**src/rtl/ram_arbiter_if.sv**
```systemverilog
// ram_arbiter_if: requester handshake and RAM pin bundle for ram_arbiter.
// slave is the arbiter's view. master is the view of the requesters and the RAM.
interface ram_arbiter_if #(
    parameter int unsigned WORDSIZE = 16,
    parameter int unsigned ADDRSIZE = 6
);
    logic                req0_valid;
    logic                req0_we;
    logic                req0_lock;
    logic [ADDRSIZE-1:0] req0_addr;
    logic [WORDSIZE-1:0] req0_wdata;
    logic                req0_ready;

    logic                req1_valid;
    logic                req1_we;
    logic                req1_lock;
    logic [ADDRSIZE-1:0] req1_addr;
    logic [WORDSIZE-1:0] req1_wdata;
    logic                req1_ready;

    logic                rsp0_valid;
    logic                rsp1_valid;
    logic [WORDSIZE-1:0] rsp_rdata;

    logic [ADDRSIZE-1:0] ram_read_addr;
    logic [ADDRSIZE-1:0] ram_write_addr;
    logic                ram_rd_en;
    logic                ram_wr_en;
    logic                ram_cs;
    logic [WORDSIZE-1:0] ram_data_in;
    logic [WORDSIZE-1:0] ram_data_out;

    modport slave (
        input  req0_valid, req0_we, req0_lock, req0_addr, req0_wdata,
        input  req1_valid, req1_we, req1_lock, req1_addr, req1_wdata,
        input  ram_data_out,
        output req0_ready, req1_ready, rsp0_valid, rsp1_valid, rsp_rdata,
        output ram_read_addr, ram_write_addr, ram_rd_en, ram_wr_en, ram_cs, ram_data_in
    );

    modport master (
        output req0_valid, req0_we, req0_lock, req0_addr, req0_wdata,
        output req1_valid, req1_we, req1_lock, req1_addr, req1_wdata,
        output ram_data_out,
        input  req0_ready, req1_ready, rsp0_valid, rsp1_valid, rsp_rdata,
        input  ram_read_addr, ram_write_addr, ram_rd_en, ram_wr_en, ram_cs, ram_data_in
    );
endinterface

```
**src/rtl/ram_arbiter.sv**
```systemverilog
// ram_arbiter: two-requester round-robin arbiter and sequencer for a shared synchronous RAM.
// The RAM registers its read data on posedge and commits writes on negedge.
// Its output drives only while cs is high.
// Defining RAM_ARB_STATS_EN adds saturating per-requester transfer counters with a clear input.
module ram_arbiter #(
    parameter int unsigned WORDSIZE = 16,
    parameter int unsigned ADDRSIZE = 6,
    parameter int unsigned MAX_LOCK = 8
) (
    input  logic        clk,
    input  logic        rst_n,
`ifdef RAM_ARB_STATS_EN
    input  logic        stats_clr,
    output logic [15:0] gnt_cnt0,
    output logic [15:0] gnt_cnt1,
`endif
    ram_arbiter_if.slave bus
);
    typedef enum logic {StIdle, StRsp} state_e;

    // A locked grant taken at this count is the last one of the burst.
    localparam logic [7:0] LockLast = 8'(MAX_LOCK - 1);

    state_e     state_q, state_d;
    logic       ptr_q, ptr_d;       // requester favoured when both are valid
    logic [7:0] lock_cnt_q, lock_cnt_d;
    logic       owner_q, owner_d;   // requester whose read data is on the RAM output

    logic                gnt0, gnt1, gnt_any, gnt_we, gnt_lock, gnt_rd, gnt_wr;
    logic [ADDRSIZE-1:0] gnt_addr;
    logic [WORDSIZE-1:0] gnt_wdata;

    // Grant selection and winner mux. Gated by rst_n so outputs drop to 0 the instant reset asserts.
    always_comb begin
        gnt0 = 1'b0;
        gnt1 = 1'b0;
        if (rst_n) begin
            if (bus.req0_valid && bus.req1_valid) begin
                gnt0 = ~ptr_q;
                gnt1 = ptr_q;
            end else begin
                gnt0 = bus.req0_valid;
                gnt1 = bus.req1_valid;
            end
        end
        gnt_any   = gnt0 | gnt1;
        gnt_we    = gnt1 ? bus.req1_we    : bus.req0_we;
        gnt_lock  = gnt1 ? bus.req1_lock  : bus.req0_lock;
        gnt_addr  = gnt1 ? bus.req1_addr  : bus.req0_addr;
        gnt_wdata = gnt1 ? bus.req1_wdata : bus.req0_wdata;
        gnt_rd    = gnt_any & ~gnt_we;
        gnt_wr    = gnt_any & gnt_we;
    end

    // Next-state: pointer/lock bookkeeping and the read-response sequencer.
    always_comb begin
        ptr_d      = ptr_q;
        lock_cnt_d = '0;
        owner_d    = owner_q;
        state_d    = StIdle;
        if (gnt_any) begin
            if (gnt_lock && (lock_cnt_q < LockLast)) begin
                ptr_d      = gnt1;
                lock_cnt_d = lock_cnt_q + 8'd1;
            end else begin
                ptr_d = gnt0;
            end
        end
        if (gnt_rd) begin
            state_d = StRsp;
            owner_d = gnt1;
        end
    end

    // RAM pins and requester outputs. Unused addresses and data are held at 0.
    always_comb begin
        bus.req0_ready     = gnt0;
        bus.req1_ready     = gnt1;
        bus.ram_rd_en      = gnt_rd;
        bus.ram_wr_en      = gnt_wr;
        bus.ram_read_addr  = gnt_rd ? gnt_addr : '0;
        bus.ram_write_addr = gnt_wr ? gnt_addr : '0;
        bus.ram_data_in    = gnt_wr ? gnt_wdata : '0;
        bus.ram_cs         = (state_q == StRsp);
        bus.rsp0_valid     = (state_q == StRsp) & ~owner_q;
        bus.rsp1_valid     = (state_q == StRsp) & owner_q;
        // The RAM output floats outside response cycles, so never pass it through then.
        bus.rsp_rdata      = (state_q == StRsp) ? bus.ram_data_out : '0;
    end

    // State registers.
    always_ff @(posedge clk or negedge rst_n) begin
        if (!rst_n) begin
            state_q    <= StIdle;
            ptr_q      <= 1'b0;
            lock_cnt_q <= '0;
            owner_q    <= 1'b0;
        end else begin
            state_q    <= state_d;
            ptr_q      <= ptr_d;
            lock_cnt_q <= lock_cnt_d;
            owner_q    <= owner_d;
        end
    end

`ifdef RAM_ARB_STATS_EN
    // Saturating transfer counters. A clear wins over a same-cycle increment.
    always_ff @(posedge clk or negedge rst_n) begin
        if (!rst_n) begin
            gnt_cnt0 <= '0;
            gnt_cnt1 <= '0;
        end else if (stats_clr) begin
            gnt_cnt0 <= '0;
            gnt_cnt1 <= '0;
        end else begin
            if (gnt0 && (gnt_cnt0 != 16'hFFFF)) gnt_cnt0 <= gnt_cnt0 + 16'd1;
            if (gnt1 && (gnt_cnt1 != 16'hFFFF)) gnt_cnt1 <= gnt_cnt1 + 16'd1;
        end
    end
`endif
endmodule

```
**src/flat_wrapper.sv**
```systemverilog
// flat-port wrapper written by rule: the top's interface ports become plain ports
module ram_arbiter_flat 
#(
    parameter int unsigned WORDSIZE = 16,
    parameter int unsigned ADDRSIZE = 6,
    parameter int unsigned MAX_LOCK = 8
)
  (clk, rst_n, bus_req0_valid, bus_req0_we, bus_req0_lock, bus_req0_addr, bus_req0_wdata, bus_req1_valid, bus_req1_we, bus_req1_lock, bus_req1_addr, bus_req1_wdata, bus_ram_data_out, bus_req0_ready, bus_req1_ready, bus_rsp0_valid, bus_rsp1_valid, bus_rsp_rdata, bus_ram_read_addr, bus_ram_write_addr, bus_ram_rd_en, bus_ram_wr_en, bus_ram_cs, bus_ram_data_in);
  ram_arbiter_if #(.WORDSIZE(WORDSIZE), .ADDRSIZE(ADDRSIZE)) bus_i ();
  input  logic clk;
  input  logic rst_n;
  input wire logic [$bits(bus_i.req0_valid)-1:0] bus_req0_valid;
  input wire logic [$bits(bus_i.req0_we)-1:0] bus_req0_we;
  input wire logic [$bits(bus_i.req0_lock)-1:0] bus_req0_lock;
  input wire logic [$bits(bus_i.req0_addr)-1:0] bus_req0_addr;
  input wire logic [$bits(bus_i.req0_wdata)-1:0] bus_req0_wdata;
  input wire logic [$bits(bus_i.req1_valid)-1:0] bus_req1_valid;
  input wire logic [$bits(bus_i.req1_we)-1:0] bus_req1_we;
  input wire logic [$bits(bus_i.req1_lock)-1:0] bus_req1_lock;
  input wire logic [$bits(bus_i.req1_addr)-1:0] bus_req1_addr;
  input wire logic [$bits(bus_i.req1_wdata)-1:0] bus_req1_wdata;
  input wire logic [$bits(bus_i.ram_data_out)-1:0] bus_ram_data_out;
  output wire logic [$bits(bus_i.req0_ready)-1:0] bus_req0_ready;
  output wire logic [$bits(bus_i.req1_ready)-1:0] bus_req1_ready;
  output wire logic [$bits(bus_i.rsp0_valid)-1:0] bus_rsp0_valid;
  output wire logic [$bits(bus_i.rsp1_valid)-1:0] bus_rsp1_valid;
  output wire logic [$bits(bus_i.rsp_rdata)-1:0] bus_rsp_rdata;
  output wire logic [$bits(bus_i.ram_read_addr)-1:0] bus_ram_read_addr;
  output wire logic [$bits(bus_i.ram_write_addr)-1:0] bus_ram_write_addr;
  output wire logic [$bits(bus_i.ram_rd_en)-1:0] bus_ram_rd_en;
  output wire logic [$bits(bus_i.ram_wr_en)-1:0] bus_ram_wr_en;
  output wire logic [$bits(bus_i.ram_cs)-1:0] bus_ram_cs;
  output wire logic [$bits(bus_i.ram_data_in)-1:0] bus_ram_data_in;
  assign bus_i.req0_valid = bus_req0_valid;
  assign bus_i.req0_we = bus_req0_we;
  assign bus_i.req0_lock = bus_req0_lock;
  assign bus_i.req0_addr = bus_req0_addr;
  assign bus_i.req0_wdata = bus_req0_wdata;
  assign bus_i.req1_valid = bus_req1_valid;
  assign bus_i.req1_we = bus_req1_we;
  assign bus_i.req1_lock = bus_req1_lock;
  assign bus_i.req1_addr = bus_req1_addr;
  assign bus_i.req1_wdata = bus_req1_wdata;
  assign bus_i.ram_data_out = bus_ram_data_out;
  assign bus_req0_ready = bus_i.req0_ready;
  assign bus_req1_ready = bus_i.req1_ready;
  assign bus_rsp0_valid = bus_i.rsp0_valid;
  assign bus_rsp1_valid = bus_i.rsp1_valid;
  assign bus_rsp_rdata = bus_i.rsp_rdata;
  assign bus_ram_read_addr = bus_i.ram_read_addr;
  assign bus_ram_write_addr = bus_i.ram_write_addr;
  assign bus_ram_rd_en = bus_i.ram_rd_en;
  assign bus_ram_wr_en = bus_i.ram_wr_en;
  assign bus_ram_cs = bus_i.ram_cs;
  assign bus_ram_data_in = bus_i.ram_data_in;
  ram_arbiter #(.WORDSIZE(WORDSIZE), .ADDRSIZE(ADDRSIZE), .MAX_LOCK(MAX_LOCK)) u_core (.clk(clk), .rst_n(rst_n), .bus(bus_i));
endmodule
```
**config.mk**
```make
export PLATFORM = sky130hd
export DESIGN_NAME = ram_arbiter_flat
export DESIGN_NICKNAME = d
export VERILOG_FILES = /design/src/rtl/ram_arbiter_if.sv /design/src/rtl/ram_arbiter.sv /design/src/flat_wrapper.sv
export SDC_FILE = /design/constraint.sdc
export NUM_CORES = 1
export LEC_CHECK = 0
export ABC_AREA = 0
export CORE_ASPECT_RATIO = 1.2
export CORE_MARGIN = 1
export CORE_UTILIZATION = 26
export CTS_CLUSTER_DIAMETER = 100
export DETAILED_ROUTE_END_ITERATION = 8
export GPL_ROUTABILITY_DRIVEN = 0
export PLACE_DENSITY = 0.9
export SLEW_MARGIN = 10
export SYNTH_ARGS = -nofsm -noshare
export SYNTH_HDL_FRONTEND = slang
export SYNTH_SLANG_ARGS = --single-unit
```
**constraint.sdc**
```tcl
create_clock -name clk -period 1.6 [get_ports clk]
set_input_delay 0.24 -clock clk [delete_from_list [all_inputs] [get_ports clk]]
set_output_delay 0.24 -clock clk [all_outputs]
set_load 0.005 [all_outputs]
```
# After elaboration in Yosys (flattened, before gate mapping)

Index checks and enable logic that the tools add are counted.

Add/subtract/negate cells: 1
Multipliers: 0
Divide/modulo/power cells: 0
Order comparisons: 1
Eq/ne operators: 0
Shift operators: 0
Multiplexer cells: 16
Bitwise logic cells: 8
Reductions and logical operators: 2

Operators by type and width:

| kind                                                                         | number |
|---|---|
| 16-bit 2-to-1 mux                                                            | 3 |
| 6-bit 2-to-1 mux                                                             | 3 |
| 8-bit 2-to-1 mux                                                             | 2 |
| 8-bit by 1-bit adder with 8-bit output, second input constant                | 1 |
| 8-bit by 3-bit less-than comparator with 1-bit output, second input constant | 1 |
| 1-bit 2-to-1 mux                                                             | 8 |
| 1-bit bitwise AND                                                            | 4 |
| 1-bit NOT                                                                    | 3 |
| 1-bit logical AND                                                            | 2 |
| 1-bit bitwise OR                                                             | 1 |

Flip-flop bits (word level): 11
Latch bits: 0
Bits in writable memories: 0
Bits in read-only memories: 0
Input port bits: 68
Output and inout bits: 51
Logic and storage cells: 32
Memories kept: 0

# Longest topological paths before layout

Word-level depth: 7
Depth in mapped cells: 6
Mapped depth without buffers: 5

# Worst setup path before layout

Ideal clock, no wire load.

Path kind: flip-flop to output port
From: reg u_core.ptr_q
To: out bus_ram_write_addr[5]
Arrival: 1174 ps
Path slack: 186 ps
Stages on the path, launching flop included: 6
Path buffers: 1
Cells stage by stage: dfrtp_1 > nand2b_1 > a32o_1 > nand2_1 > buf_4 > nor2_1

Longest elaborated chain between the ends: 6

Ends and longest elaborated chain:

| item                   | RTL line           | source |
|---|---|---|
| from (decl)            | ram_arbiter.sv:25  | `logic ptr_q, ptr_d;` |
| from (signal assigned) | ram_arbiter.sv:100 | `ptr_q <= ptr_d;` |
| 1-bit NOT              | ram_arbiter.sv:39  | `gnt0 = ~ptr_q;` |
| 1-bit 2-to-1 mux       | ram_arbiter.sv:38  | `if (bus.req0_valid && bus.req1_valid) begin` |
| 1-bit 2-to-1 mux       | ram_arbiter.sv:37  | `if (rst_n) begin` |
| 1-bit bitwise OR       | ram_arbiter.sv:46  | `gnt_any = gnt0 \| gnt1;` |
| 1-bit bitwise AND      | ram_arbiter.sv:52  | `gnt_wr = gnt_any & gnt_we;` |
| 6-bit 2-to-1 mux (*)   | ram_arbiter.sv:82  | `bus.ram_write_addr = gnt_wr ? gnt_addr : '0;` |
| to (decl)              | flat_wrapper.sv:29 | `output wire logic [$bits(bus_i.ram_write_addr)-1:0] bus_ram_write_addr;` |

Mark *: on every way between the ends. The rest lies on a longest branch, timed or not.

# Worst setup path after layout

From: reg u_core.ptr_q
To: out bus_ram_read_addr[4]

Longest elaborated chain between the ends: 6

Ends and longest elaborated chain:

| item                                                 | RTL line                             | source |
|---|---|---|
| 1-bit NOT / 1-bit 2-to-1 mux (equally long branches) | ram_arbiter.sv:39, ram_arbiter.sv:38 |  |
| 1-bit 2-to-1 mux (on tied branches)                  | ram_arbiter.sv:38, ram_arbiter.sv:37 |  |
| 1-bit 2-to-1 mux (on tied branches)                  | ram_arbiter.sv:37, ram_arbiter.sv:47 |  |
| 1-bit bitwise OR / 1-bit NOT (equally long branches) | ram_arbiter.sv:46, ram_arbiter.sv:51 |  |
| 1-bit bitwise AND                                    | ram_arbiter.sv:51                    | `gnt_rd = gnt_any & ~gnt_we;` |
| 6-bit 2-to-1 mux (*)                                 | ram_arbiter.sv:81                    | `bus.ram_read_addr = gnt_rd ? gnt_addr : '0;` |
| to (decl)                                            | flat_wrapper.sv:28                   | `output wire logic [$bits(bus_i.ram_read_addr)-1:0] bus_ram_read_addr;` |

Marks and branches as above.

==> results.toml <==
[final_layout]
finalNonFillerCells = 336
layout.nets = 369
diodes = 0
syn2layout_area_growth_pct = 188
nFillCells = 229
drive_above_1_share_pct = 42.8

[sta]
timing.final.crit_share_pct = 121
postLayoutSetupSlackWorst_ns = -0.336
period_minus_slack_ns = 1.94
max_freq_ghz = 0.517
hold_viol = 0
fin_skew_ns = 0.00429
drv_slew = 0
rsz0062_at_grt = "yes"
whs_ns = 0.262
finalSetupViolCount = 30

[route]
routedWlPerCell_um = 16.6
drt-pass1-iter-count = 6
vias = 1656
vias_per_cell = 4.93
drc = 13
finalWirelength_um = 5590
drt_iter0_drc = 85
ant_nets = 0

[setup_path]
max_stage_delay_ns = 0.40
crit_type = "flip-flop to primary output"
start_kind = "flip-flop"
arrival_ns = 1.70
required_ns = 1.36
critPathTopFamily = "buffers and inverters"
path_common_cell = "buf_6"
critPathSlowestCell = "dfrtp_1"
critPathCaptureType = "primary output"
cp_max_fo = 5
cp_cell_sequence = "nand2b_4 > buf_6 > nand2_8 > buf_6 > buf_4 > mux2i_1 > nor2_1 > buf_2"
path_buf_inv = 4

[grt]
grt_max_degree = 12
antenna_found_initial = 0
track_usage_pct = 24.4
grt-ovfl-total = 0
grt_pass1_wl_um = 7360
grt_pass1_vias = 1581

[place]
dp_hpwl_um = 3130
numPortBuffers = 118
dp_cells = 299

[synthesis]
yosys.area.top_type = "dfrtp_1"
synth.area.top_cells = "dfrtp_1 29%, nand2_1 14%, and2_1 12%"
yosys.cell_types.count = 28
yosys_register_bits = 11
ys_seq_area_share_pct = 28.6
synth_top_cell_area_share_pct = 28.6
synthCells = 136
syn_area_per_cell_sq_um = 7.07
syn_area_sq_um = 961
ys_warn_count = 0

[power_and_ir_drop]
power.density_nw_per_um2 = 456
worst_ir_drop_vdd_mv = 0.825
p_leak_nw = 1.43

[clocking]
clkSinkCount = 11
clk_pin_slew_ns = 0.05
holdBufCountCts = 0
tritoncts = "yes"
htreeDepth = 1
cts_root_buffer = "clkbuf_8"
cts_buffer_depth = 2
numCtsBuffers = 3
worstSkewPairLatency_ns = 0.24

[floorplan]
die_w_um = 57.5
core_sq_um = 3420
die_y_um = 68.6
row_count = 23
dieArea_sq_um = 3940
start_util_pct = 28.1
io_pins = 119

[run_status]
status = "complete, but fails checks"
failed_checks = "design-rule violations, negative setup slack"

[flow_run]
drv_cap = 0

[min_path]
min-delay-path-class = "input port to asynchronous set/reset pin"
Yosys cell counts:
cell       number
a2111oi_2       1
a211oi_2        1
a21bo_1         1
a21boi_1        1
a21oi_1        18
a22o_1          1
a32o_1          2
and2_1         19
and2_4          1
buf_2           1
buf_4           4
clkbuf_1        1
conb_1          1
dfrtp_1        11
ha_1            1
inv_1           5
inv_2           1
mux2i_1         6
nand2_1        37
nand2_2         1
nand2b_1        1
nand3_1         2
nor2_1         12
nor2b_1         2
nor4_1          1
o21ai_0         1
o221ai_1        1
xor2_1          2
power breakdown:
group | switching (mW) | internal [mW]
Combinational | 0.265 | 0.415
Clock | 0.0972 | 0.174
Sequential | 0.0132 | 0.295
metal layers:
layer / GRT usage [%] / up-vias / routed length [um]
li1: - / 774 / -
met1: 25.1 / 763 / 1910
met2: 47.7 / 95 / 2970
met3: 6.34 / 24 / 498
met4: 8.23 / 0 / 201
met5: 0 / - / 0
flip-flops by register name, summed over array words and instances (netlist names):
register,flops
u_core.lock_cnt_q,8
u_core.bus.ram_cs,1
u_core.owner_q,1
u_core.ptr_q,1
repair_timing:
action | CTS | global route
setup buffers | 29 | 4
gates resized for setup | 195 | 43
pin swaps | 13 | 20
cloned | 3 | 0
setup endpoints to repair | 51 | 35
through the flow:
stage / TNS, ns / setup WS [ns] / power, mW / cell area (sq um) / util, %
2_1_floorplan: 0 / 0.186 / 0.454 / 972 / -
3_3_place_gp: -20.58 / -0.708 / 0.786 / 2260 / 65.9
3_5_place_dp: -22.20 / -0.735 / 0.794 / 2260 / 65.9
4_1_cts: -7.64 / -0.295 / 1.20 / 2640 / 77.0
5_1_grt: -8.71 / -0.394 / 1.32 / 2760 / 80.7
6_report: -7.21 / -0.336 / 1.26 / 2760 / 80.7
layout by cell type (no fill, tap or decap), types with 2 or more instances in the layout:
master and count:
dfrtp_1 10, a21oi_1 2, conb_1 4, dlygate4sd2_1 17
a21oi_2 14, inv_2 2, inv_1 3, buf_12 3
mux2i_4 4, nand2_4 3, a32o_2 2, xor2_1 2
a21oi_4 2, nand2_1 21, clkbuf_8 3, buf_6 21
buf_2 29, buf_8 3, and2_1 19, buf_4 16
mux2i_1 2, clkdlybuf4s50_1 65, nand3_1 2, nor2_1 10
dlymetal6s2s_1 4, nand2_2 13, nor2b_1 2
cell families (layout without fill, tap and decap cells):
logic type / count (synthesis) / in the layout / synth area share [%]
AO/OA/AOI/OAI: 27 / 27 / 18.5
XOR/XNOR: 2 / 2 / 1.82
adder cells (fa/ha/maj): 1 / 1 / 1.30
buffers and inverters: 12 / 172 / 6.38
flip-flops: 11 / 11 / 28.6
multiplexers: 6 / 6 / 6.25
other: 1 / 4 / 0.390
AND/OR/NAND/NOR: 76 / 76 / 36.7
path summary, 6_finish.rpt:
check / from / endpoint / slack [ns] / cells after the start
max in group asynchronous: rst_n / u_core.bus.ram_cs$_DFF_PN0_ / 1.18 / 3
min in group clk: u_core.lock_cnt_q[0]$_DFF_PN0_ / u_core.lock_cnt_q[0]$_DFF_PN0_ / 0.46 / 1
hold reg to reg: u_core.lock_cnt_q[0]$_DFF_PN0_ / u_core.lock_cnt_q[0]$_DFF_PN0_ / 0.46 / 1
hold / removal: rst_n / u_core.owner_q$_DFFE_PN0P_ / 0.26 / 3
setup / recovery: u_core.ptr_q$_DFFE_PN0P_ / bus_ram_read_addr[4] / -0.34 / 8
setup reg to reg: u_core.ptr_q$_DFFE_PN0P_ / u_core.lock_cnt_q[1]$_DFF_PN0_ / 0.06 / 6
layout make-up:
type | count | area, sq um | share of cell area, %
Timing Repair Buffer | 161 | 1500 | 54.2
Multi-Input combinational cell | 116 | 853 | 30.9
Sequential cell | 11 | 277 | 10.0
Tap cell | 37 | 46.3 | 1.67
Clock buffer | 4 | 45.0 | 1.63
Inverter | 6 | 35.0 | 1.27
Timing Repair inverter | 1 | 8.76 | 0.317
worst min-delay path, stage by stage:
cell           delay [ns]
dlygate4sd2_1        0.24
buf_4                0.17
buf_4                0.20
(Power assumes the default switching activity.)
